File: config.mk
export PLATFORM = sky130hd
export DESIGN_NAME = pipe_hazard_ctrl
export DESIGN_NICKNAME = d
export VERILOG_FILES = /design/src/rtl/pipe_pkg.sv /design/src/rtl/sat_counter.sv /design/src/rtl/pipe_hazard_ctrl.sv
export SDC_FILE = /design/constraint.sdc
export NUM_CORES = 1
export LEC_CHECK = 0
export BUFFER_PORTS_ARGS = -buffer_cell sky130_fd_sc_hd__buf_2
export CAP_MARGIN = 20
export CORE_ASPECT_RATIO = 1.4
export CORE_MARGIN = 3
export CORE_UTILIZATION = 35
export CTS_BUF_LIST = sky130_fd_sc_hd__clkbuf_4 sky130_fd_sc_hd__clkbuf_8
export CTS_CLUSTER_SIZE = 10
export DETAILED_ROUTE_END_ITERATION = 8
export PLACE_DENSITY_LB_ADDON = 0.12
export SYNTH_ARGS = -nofsm -noshare
export SYNTH_HDL_FRONTEND = slang
export SYNTH_SLANG_ARGS = --single-unit
File: constraint.sdc
create_clock -name clk -period 1.9 [get_ports clk]
set_input_delay 0.285 -clock clk [delete_from_list [all_inputs] [get_ports clk]]
set_output_delay 0.285 -clock clk [all_outputs]
set_load 0.02 [all_outputs]
File: src/rtl/pipe_pkg.sv
// Shared pipeline definitions: register-address width, hazard FSM state encoding
// and the all-zero control bundle that pipeline registers load as a bubble.
package pipe_pkg;

  localparam int unsigned REG_W = 3;

  typedef logic [1:0] state_t;

  localparam state_t ST_RUN      = 2'd0;
  localparam state_t ST_MEM_WAIT = 2'd1;
  localparam state_t ST_FAULT    = 2'd2;

  // Control fields carried down the pipeline; a bubble has every bit cleared
  typedef struct packed {
    logic       rwrite;
    logic       mread;
    logic       mwrite;
    logic       branch;
    logic [1:0] alu_op;
  } pipe_ctrl_t;

  localparam pipe_ctrl_t CTRL_BUBBLE = '0;

endpackage

File: src/rtl/sat_counter.sv
// Up-counter that sticks at all-ones, with synchronous active-low clear.
module sat_counter #(
  parameter int unsigned W = 16
) (
  input  logic         clk,
  input  logic         clr_n,
  input  logic         inc,
  output logic [W-1:0] cnt
);

  always_ff @(posedge clk) begin
    if (!clr_n) begin
      cnt <= '0;
    end else if (inc && (cnt != {W{1'b1}})) begin
      cnt <= cnt + W'(1);
    end
  end

endmodule

File: src/rtl/pipe_hazard_ctrl.sv
// Stall/flush controller for the five-stage pipeline: load-use interlock, branch
// flush, memory-wait freeze with timeout, and stall/flush performance counters.
module pipe_hazard_ctrl #(
  parameter int unsigned REG_W        = pipe_pkg::REG_W,
  parameter int unsigned MAX_WAIT     = 15,
  parameter int unsigned WAIT_W       = 4,
  parameter int unsigned CNT_W        = 16,
  parameter bit          R0_HARDWIRED = 1'b1
) (
  input  logic             clk,
  input  logic             rst,
  input  logic [REG_W-1:0] id_rs1,
  input  logic [REG_W-1:0] id_rs2,
  input  logic             id_use_rs1,
  input  logic             id_use_rs2,
  input  logic             idex_mread,
  input  logic             idex_rwrite,
  input  logic [REG_W-1:0] idex_wreg,
  input  logic             ex_branch_taken,
  input  logic             exmem_mread,
  input  logic             exmem_mwrite,
  input  logic             mem_ready,
  output logic             pc_en,
  output logic             ifid_en,
  output logic             ifid_flush,
  output logic             idex_en,
  output logic             idex_flush,
  output logic             exmem_en,
  output logic             memwb_flush,
  output logic             mem_timeout,
  output logic [CNT_W-1:0] stall_cnt,
  output logic [CNT_W-1:0] flush_cnt
);

  import pipe_pkg::*;

  state_t            state_q, state_d;
  logic [WAIT_W-1:0] wait_q, wait_d;
  logic              timeout_q;
  logic              mem_req, mem_wait, load_use, frozen, branch_win;

  // Hazard terms from the current cycle's inputs
  always_comb begin
    mem_req  = exmem_mread | exmem_mwrite;
    mem_wait = mem_req & ~mem_ready;
    load_use = idex_mread & idex_rwrite &
               ((id_use_rs1 & (id_rs1 == idex_wreg)) |
                (id_use_rs2 & (id_rs2 == idex_wreg)));
    if (R0_HARDWIRED && (idex_wreg == '0)) begin
      load_use = 1'b0;
    end
    frozen = (state_q == ST_FAULT) | mem_wait;
  end

  // Priority-ordered enable/flush decision; reset presents a hazard-free pipeline
  always_comb begin
    pc_en       = 1'b1;
    ifid_en     = 1'b1;
    ifid_flush  = 1'b0;
    idex_en     = 1'b1;
    idex_flush  = 1'b0;
    exmem_en    = 1'b1;
    memwb_flush = 1'b0;
    branch_win  = 1'b0;
    if (rst) begin
      if (frozen) begin
        pc_en       = 1'b0;
        ifid_en     = 1'b0;
        idex_en     = 1'b0;
        exmem_en    = 1'b0;
        memwb_flush = 1'b1;
      end else if (ex_branch_taken) begin
        ifid_flush = 1'b1;
        idex_flush = 1'b1;
        branch_win = 1'b1;
      end else if (load_use) begin
        pc_en      = 1'b0;
        ifid_en    = 1'b0;
        idex_flush = 1'b1;
      end
    end
  end

  // Memory-wait FSM next state; FAULT is only left through reset
  always_comb begin
    state_d = state_q;
    wait_d  = wait_q;
    case (state_q)
      ST_RUN: begin
        if (mem_wait) begin
          state_d = ST_MEM_WAIT;
          wait_d  = WAIT_W'(1);
        end
      end
      ST_MEM_WAIT: begin
        if (!mem_wait) begin
          state_d = ST_RUN;
          wait_d  = '0;
        end else if (wait_q == WAIT_W'(MAX_WAIT)) begin
          state_d = ST_FAULT;
        end else begin
          wait_d = wait_q + WAIT_W'(1);
        end
      end
      ST_FAULT: begin
        state_d = ST_FAULT;
      end
      default: begin
        state_d = ST_RUN;
        wait_d  = '0;
      end
    endcase
  end

  always_ff @(posedge clk) begin
    if (!rst) begin
      state_q   <= ST_RUN;
      wait_q    <= '0;
      timeout_q <= 1'b0;
    end else begin
      state_q   <= state_d;
      wait_q    <= wait_d;
      timeout_q <= timeout_q | (state_d == ST_FAULT);
    end
  end

  assign mem_timeout = timeout_q;

  sat_counter #(.W(CNT_W)) u_stall_cnt (
    .clk   (clk),
    .clr_n (rst),
    .inc   (~pc_en),
    .cnt   (stall_cnt)
  );

  sat_counter #(.W(CNT_W)) u_flush_cnt (
    .clk   (clk),
    .clr_n (rst),
    .inc   (branch_win),
    .cnt   (flush_cnt)
  );

endmodule

==> run summary, run 1 <==
The tree is rooted in a sky130_fd_sc_hd__clkbuf_8. Across the whole layout, storage elements account for 790 µm². The post-detailed-placement half-perimeter wirelength was 3.90 mm; the via count was 2,043. Entering global routing, the biggest net connects 29 pins. At the pin with the least slew margin, the transition time is 408 ps. In the final design database the tool counted 345 nets. The utilization after layout was 54.9%; the area of the die was 6430 µm². The count of unique library cells instantiated by Yosys was 35. The run gives 290 ps as the later-pin clock latency in the skew report. The flow ran to the end, but the final reports show violations. After synthesis, flip-flops and latches occupy 40.6% of the total area.

The final max-slew violation count was 0; the core outline area was 5240 µm². Port buffering added 58 buffers. The worst-case vdd ir drop is 428 µV.

The first global-routing pass estimated 8.36 mm of wire. The logs give 5 for the number of buffers created by CTS and 0 for the antenna diode count. Timing analysis after detailed placement gives a worst setup slack of -333 ps.

The longest clock path from root to sink contains 2 buffers. Yosys printed 0 warnings. Setup repair after global routing could not meet its margin everywhere.

Setup violations remaining at the end of the flow were counted as 3. The worst hold path belongs to the class input port to flip-flop. The share of the clock period used by the worst path after layout is 103%, and the via-per-instance ratio is 5.24. The number of hold buffers added after cts was 0; the worst clock skew was 7.92 ps. The mapped netlist covers 1920 µm². For the maximum achievable frequency, the log shows 0.512 GHz. The worst slew slack as a fraction of its limit came out at 72.7%. Dividing the synthesized area by the synthesized cell count gives 8.62 µm².

The count of fill cells added during filler insertion was 512; the width of the chip was 68.6 µm. The count of final hold-check violations was 0; the area added between synthesis and finish was 49.5%. The setup total negative slack was -89.1 ps. In this run, the number of DRC markers left after iteration 0 of detailed routing was 72.

The source of the critical timing path is id_rs1[1]. The layout cell share with drive strength beyond 1 was 39.8%; the max-capacitance violation count was 0. The tools report the post-layout worst setup margin as -52.6 ps. The height of the chip was 93.7 µm; the via count of the first global-routing pass was 1,952. The tools report the multi-input gate area in the final layout as 1180 µm². For this run, asynchronously set or reset flops after synthesis account for 0%. STA classifies the critical path endpoint as a flip-flop. After detailed routing, the number of remaining DRC violations is 0. By startpoint and endpoint, the worst setup path is classified as input port to flip-flop. Yosys mapped a number of flops with a built-in enable equal to 0.

The number of instances in the synthesized netlist was 223; the flip-flop and latch count after synthesis was 39. The most used flip-flop cell after synthesis is sky130_fd_sc_hd__dfxtp_1. The startpoint identified for the worst hold timing path is rst. The final critical delay including setup and external delays was 1950 ps.

In this run the remaining antenna-violating nets after routing total 0. At the worst endpoint, the required time is 2120 ps. Initial antenna violation count: 0. For the iteration count of the initial detailed-routing pass, the log shows 4.

For this design the top-level I/O count stands at 59. After detailed routing, the average wire length per cell comes to 13.7 µm. The tree built by TritonCTS fans out to 39 sinks. The reported leakage power was 1.21 nW; the worst endpoint data arrival time was 2170 ps. The kind of start point of the critical path was an input port. For this block, the routed nets add up to 5.33 mm of wire. TritonCTS built the clock tree. The initial utilization of the core area, before any placement, comes to 36.7%.

Dividing total power by cell area gives a power density of 586 nW/µm². The tools report the global-route congestion overflow total as 0. The row count is 31, and the net count after synthesis is 245. The H-tree was split into 2 levels. The checks that failed: setup timing. In this run the worst path has a maximum fanout of 5. Global routing used 17.1% of the available tracks. Routability-driven placement finished with a final weighted congestion of 0.814. Launching point of the worst reg2reg path: u_stall_cnt.cnt[4]$_SDFFE_PN0P_. After clock tree synthesis, the clock-pin slew on the worst setup and hold paths is 70 ps.
## where the power goes
group / leakage (nW) / total (mW) / switching (mW) / internal, mW
clock: 0.0549 / 0.635 / 0.289 / 0.346
sequential: 0.318 / 0.832 / 0.00707 / 0.825
combinational: 0.842 / 0.217 / 0.109 / 0.109
total: 1.21 / 1.68 / 0.405 / 1.28
## cell usage after synthesis, types with 2 or more instances
| master | count | area, µm² |
|---|---|---|
| sky130_fd_sc_hd__dfxtp_1 | 39 | 781 |
| sky130_fd_sc_hd__nor2_1 | 23 | 86.3 |
| sky130_fd_sc_hd__nand2_1 | 18 | 67.6 |
| sky130_fd_sc_hd__a21oi_1 | 14 | 70.1 |
| sky130_fd_sc_hd__nand4_1 | 13 | 81.3 |
| sky130_fd_sc_hd__xnor2_1 | 12 | 105 |
| sky130_fd_sc_hd__o31ai_1 | 10 | 75.1 |
| sky130_fd_sc_hd__nand3_1 | 9 | 45.0 |
| sky130_fd_sc_hd__inv_1 | 8 | 30.0 |
| sky130_fd_sc_hd__or3_1 | 8 | 50.1 |
| sky130_fd_sc_hd__xor2_1 | 8 | 70.1 |
| sky130_fd_sc_hd__nor3_1 | 7 | 35.0 |
| sky130_fd_sc_hd__o21ai_0 | 6 | 30.0 |
| sky130_fd_sc_hd__or4_1 | 5 | 37.5 |
| sky130_fd_sc_hd__and3_1 | 4 | 25.0 |
| sky130_fd_sc_hd__o211ai_1 | 4 | 30.0 |
| sky130_fd_sc_hd__o311ai_0 | 4 | 35.0 |
| sky130_fd_sc_hd__buf_4 | 3 | 22.5 |
| sky130_fd_sc_hd__clkbuf_1 | 3 | 11.3 |
| sky130_fd_sc_hd__ha_1 | 3 | 37.5 |
| sky130_fd_sc_hd__o41ai_1 | 3 | 26.3 |
| sky130_fd_sc_hd__a211oi_1 | 2 | 15.0 |
| sky130_fd_sc_hd__and2_1 | 2 | 12.5 |
| sky130_fd_sc_hd__and4_1 | 2 | 17.5 |
| sky130_fd_sc_hd__mux2i_1 | 2 | 20.0 |
| sky130_fd_sc_hd__o21bai_1 | 2 | 15.0 |
## repair_timing
| item | CTS | global route |
|---|---|---|
| cloned | 0 | 1 |
| pin swaps | 5 | 8 |
| setup buffers | 0 | 2 |
| endpoints found under the setup margin | 2 | 17 |
| gates resized for setup | 4 | 34 |
## critical path, cell delays in order
cell	delay, ps
sky130_fd_sc_hd__buf_6	90
sky130_fd_sc_hd__xnor2_2	140
sky130_fd_sc_hd__nand4_1	220
sky130_fd_sc_hd__a2111oi_4	490
sky130_fd_sc_hd__o22ai_4	150
sky130_fd_sc_hd__buf_6	140
sky130_fd_sc_hd__or4_1	500
sky130_fd_sc_hd__a21oi_1	140
## state kept, by name, summed over array words and instances (netlist names)
name / count
state_q: 2
u_stall_cnt.cnt: 16
u_flush_cnt.cnt: 16
wait_q: 4
mem_timeout: 1
## cell type report
cell class / count / share of cell area [%]
clock buffers: 8 / 3.61
inverters: 8 / 1.04
multi-input cells: 168 / 41.2
flip-flops and latches: 39 / 27.5
well taps: 66 / 2.87
repair buffers: 101 / 23.8
## stage by stage
step                      total power, mW  cells  hold WS [ps]  cell area (µm²)
after floorplan                     0.951    223           487             1940
after global placement               1.03    379           439             2580
after detailed placement             1.04    379           455             2580
after CTS                            1.68    387           264             2710
after global routing                 1.76    390           263             2880
final                                1.68    390           275             2880
## cell usage in the layout, fill, tap and decap left out, drive strengths merged, types with 9 or more instances in the layout
master,Yosys,layout
a21oi,14,14
buf,5,101
dfxtp,39,39
nand2,18,18
nand3,9,9
nand4,13,13
nor2,23,23
o31ai,10,10
xnor2,12,12
## kinds of logic after synthesis
logic type	Yosys count	share of synthesized area (%)
compound gates	51	19.4
flops	39	40.6
buf+inv	16	3.77
simple gates	92	24.1
mux	2	1.04
fa+ha+maj	3	1.95
xor+xnor	20	9.11
## path summary, 6_finish.rpt
path	cells after the start	endpoint	slack, ps
min reg2reg	2	mem_timeout$_SDFF_PN0_	480
max	8	u_stall_cnt.cnt[13]$_SDFFE_PN0P_	-50
min	2	u_stall_cnt.cnt[12]$_SDFFE_PN0P_	280
max reg2reg	8	u_stall_cnt.cnt[1]$_SDFFE_PN0P_	30
## layer usage
metal / global-route usage [%] / up-vias / part of all wire, %
met4: 6.47 / 0 / 1.6
met3: 4.91 / 7 / 6.2
met1: 17.5 / 954 / 39
met2: 31.4 / 58 / 53
li1: - / 1024 / -
met5: 0 / - / 0
(Power assumes the default switching activity.)
==> inputs of run 2 (changes only) <==
- CORE_UTILIZATION: 35 -> 36
- CTS_BUF_LIST: sky130_fd_sc_hd__clkbuf_4 sky130_fd_sc_hd__clkbuf_8 -> sky130_fd_sc_hd__clkbuf_2 sky130_fd_sc_hd__clkbuf_4 sky130_fd_sc_hd__clkbuf_8
==> run summary, run 2 (synthesis results as in run 1) <==
The most common cell after layout, fill and taps aside was sky130_fd_sc_hd__buf_2 (unchanged). For the via count of the first global-routing pass, the log shows 1,869 (was 1,952). For the cell total after placement, the log shows 371 (was 379). The stage delay of the slowest cell on the critical path is 460 ps (was 500 ps), and the fraction of power spent switching nets is 24.6% (was 24.0%).

The internal portion of total power is 1.20 mW (was 1.28 mW), and the number of cells in the finished layout apart from fillers is 382 (was 390). The number of buffers created by CTS came out at 5 (unchanged). The setup-violating endpoint count in the final report came out at 3 (unchanged). Registers with the most flip-flops: u_flush_cnt.cnt (16), u_stall_cnt.cnt (16), wait_q (4) (unchanged). The power density of the placed cells is 587 nW/µm² (was 586 nW/µm²), and the sum of internal, switching and leakage power is 1.60 mW (was 1.68 mW). The run gives 0 (unchanged) as the total DRC errors in the routed layout. The initial antenna violation count was 0 (unchanged).

The antenna diode count was 0 (unchanged). Setup repair after global routing could not meet its margin everywhere. Top library cells by usage in the layout, fill and taps aside: 53 x sky130_fd_sc_hd__buf_2, 34 x sky130_fd_sc_hd__dfxtp_1, 34 x sky130_fd_sc_hd__buf_4 (was 51 x sky130_fd_sc_hd__buf_2, 38 x sky130_fd_sc_hd__buf_4, 34 x sky130_fd_sc_hd__dfxtp_1). TritonCTS built the clock tree.

The flow ran to the end, but the final reports show violations. The final max-slew violation count is 0 (unchanged), and the data required time of the critical path is 2120 ps (about the same). The cell with the biggest individual delay on the critical path was sky130_fd_sc_hd__or4_1 (unchanged).

Launching point of the worst reg2reg path: u_stall_cnt.cnt[4]$_SDFFE_PN0P_ (unchanged). Later-pin clock latency in the skew report: 280 ps (was 290 ps). The transition time at the pin with the least slew margin works out to 530 ps (was 408 ps). The tools report the H-tree depth as 2 (unchanged).

The run gives 3.43 ps (was 7.92 ps) as the worst clock skew. The run gives 0.791 (was 0.814) as the placer's final routability congestion estimate. The area of the die was 6270 µm² (was 6430 µm²); the share of the clock period used by the worst path after layout was 101% (was 103%). First-iteration detailed-routing DRC count: 77 (was 72). The row count was 30 (was 31). The combinational group share of total power was 12.3% (was 12.9%). The maximum number of pins on one net before global-route repair is 29 (unchanged). The reported leakage power is 1.14 nW (was 1.21 nW). The height of the chip was 92.5 µm (was 93.7 µm); the worst-path maximum fanout was 10 (was 5). The clock root buffer master was sky130_fd_sc_hd__clkbuf_8 (unchanged). The global router's overall resource usage is 16.4% (was 17.1%).

Critical Path, Cell by Cell: buf_6 > xnor2_2 > nand4_1 > a2111oi_4 > o22ai_2 > buf_6 > or4_1 > a21oi_1 (was buf_6 > xnor2_2 > nand4_1 > a2111oi_4 > o22ai_4 > buf_6 > or4_1 > a21oi_1). Post-detailed-placement half-perimeter wirelength: 3.79 mm (was 3.90 mm). The tools report the kind of start point of the critical path as an input port (unchanged). Max-capacitance violation count: 0 (unchanged). The worst endpoint data arrival time was 2130 ps (was 2170 ps).

The tools report the iteration count of the initial detailed-routing pass as 4 (unchanged). For the via count, the log shows 2,001 (was 2,043). The most numerous cell on the critical path was sky130_fd_sc_hd__buf_6 (unchanged). The starting density of the core is 38.5% (was 36.7%), and the post-layout net count is 339 (was 345). Number of buffers between clock root and the deepest sink: 2 (unchanged). The total of buffers placed on input and output ports was 58 (unchanged). The tools report the source of the critical timing path as id_rs1[1] (unchanged).

The worst-case vdd ir drop came out at 419 µV (was 428 µV). The width of the chip was 67.8 µm (was 68.6 µm). The logs give 64.1% (was 72.7%) for the worst slew slack as a fraction of its limit and 8.12 mm (was 8.36 mm) for the first-pass GRT wire length. The count of final hold-check violations is 0 (unchanged), and the remaining antenna violation count is 0 (unchanged).

The via-per-instance ratio was 5.24 (about the same). The path class of the lowest-slack min-delay path was input port to flip-flop (unchanged). The switching power summed over all nets was 0.393 mW (was 0.405 mW); the post-layout worst setup margin was -12.6 ps (was -52.6 ps). Core outline area: 4990 µm² (was 5240 µm²).

The startpoint-to-endpoint class of the critical path is input port to flip-flop (unchanged). The tools report the global-route congestion overflow total as 0 (unchanged). The average wire per standard cell is 13.6 µm (was 13.7 µm). Violations in the final reports: setup timing (unchanged).

The layout cell share with drive strength beyond 1 is 37.7% (was 39.8%), and the final wirelength is 5.18 mm (was 5.33 mm). The worst slack at placement was -281 ps (was -333 ps); the part of the power in the clock network was 35.7% (was 37.7%). The final non-filler cell area came out at 2720 µm² (was 2880 µm²). The area added between synthesis and finish came out at 41.5% (was 49.5%). I/O pin count: 59 (unchanged). The sequential fraction of design power is 52.1% (was 49.4%), and the clock-pin slew reported for the worst setup and hold paths after clock tree synthesis is 80 ps (was 70 ps). Startpoint of the tightest hold check path: rst (unchanged).

The logs give 2520 µm² (was 2580 µm²) for the placed instance area and 39 (unchanged) for the total number of clock tree sinks. The tools report the count of fill cells added during filler insertion as 518 (was 512). Maximum achievable frequency: 0.523 GHz (was 0.512 GHz). The final critical delay including setup and external delays works out to 1910 ps (was 1950 ps). The tools report the element type at the critical path end as a flip-flop (unchanged).
==> run 2: final timing paths <==
path | end | slack (ps) | cells past startpoint
max reg2reg | u_stall_cnt.cnt[0]$_SDFFE_PN0P_ | 40 | 8
min reg2reg | u_stall_cnt.cnt[4]$_SDFFE_PN0P_ | 460 | 1
min | u_stall_cnt.cnt[12]$_SDFFE_PN0P_ | 270 | 2
max | u_stall_cnt.cnt[7]$_SDFFE_PN0P_ | -10 | 8
==> run 2: what timing repair did <==
action / in CTS / in global routing
hold buffers: 0 / 0
cloned: 0 / 1
endpoints found under the hold margin: 0 / 0
resized for setup: 1 / 22
pin swaps: 0 / 7
buffers inserted: 0 / 2
endpoints found under the setup margin: 2 / 16
==> run 2: power groups by stage <==
| stage | Combinational, mW | Clock [mW] | Sequential (mW) |
|---|---|---|---|
| after floorplan | 0.0912 | 0 | 0.860 |
| after global placement | 0.172 | 0 | 0.851 |
| after detailed placement | 0.174 | 0 | 0.851 |
| after CTS | 0.175 | 0.590 | 0.832 |
| after global routing | 0.215 | 0.617 | 0.833 |
| final | 0.196 | 0.570 | 0.832 |
==> run 2: worst max-delay path: cells and delay by family <==
| family | cells | cell delay (ps) |
|---|---|---|
| AND/OR/NAND/NOR | 2 | 670 |
| XOR/XNOR | 1 | 150 |
| buffers and inverters | 2 | 260 |
| AO/OA/AOI/OAI | 3 | 760 |
==> run 2: cell type report <==
| class | count | area, µm² | area share (%) |
|---|---|---|---|
| well taps | 64 | 80.1 | 2.94 |
| multi-input cells | 168 | 1120 | 41.3 |
| clock inverters | 1 | 5.00 | 0.184 |
| clock buffers | 7 | 83.8 | 3.08 |
| repair buffers | 95 | 611 | 22.4 |
| inverters | 8 | 30.0 | 1.10 |
| flip-flops and latches | 39 | 787 | 28.9 |
==> run 2: per-stage QoR <==
step / hold WS, ps / utilization, % / TNS [ps]
6_report: 274 / 54.5 / -24.5
5_1_grt: 264 / 54.5 / -719
4_1_cts: 268 / 52.3 / 0
3_5_place_dp: 451 / 50.5 / -2760
3_3_place_gp: 440 / 50.5 / -2380
2_1_floorplan: 487 / - / -106
==> run 2: routing by layer <==
metal	GRT usage (%)	part of all wire (%)
met2	28.8	51
met1	18.6	42
met5	0	0
met4	6.80	2.0
met3	3.16	5.6
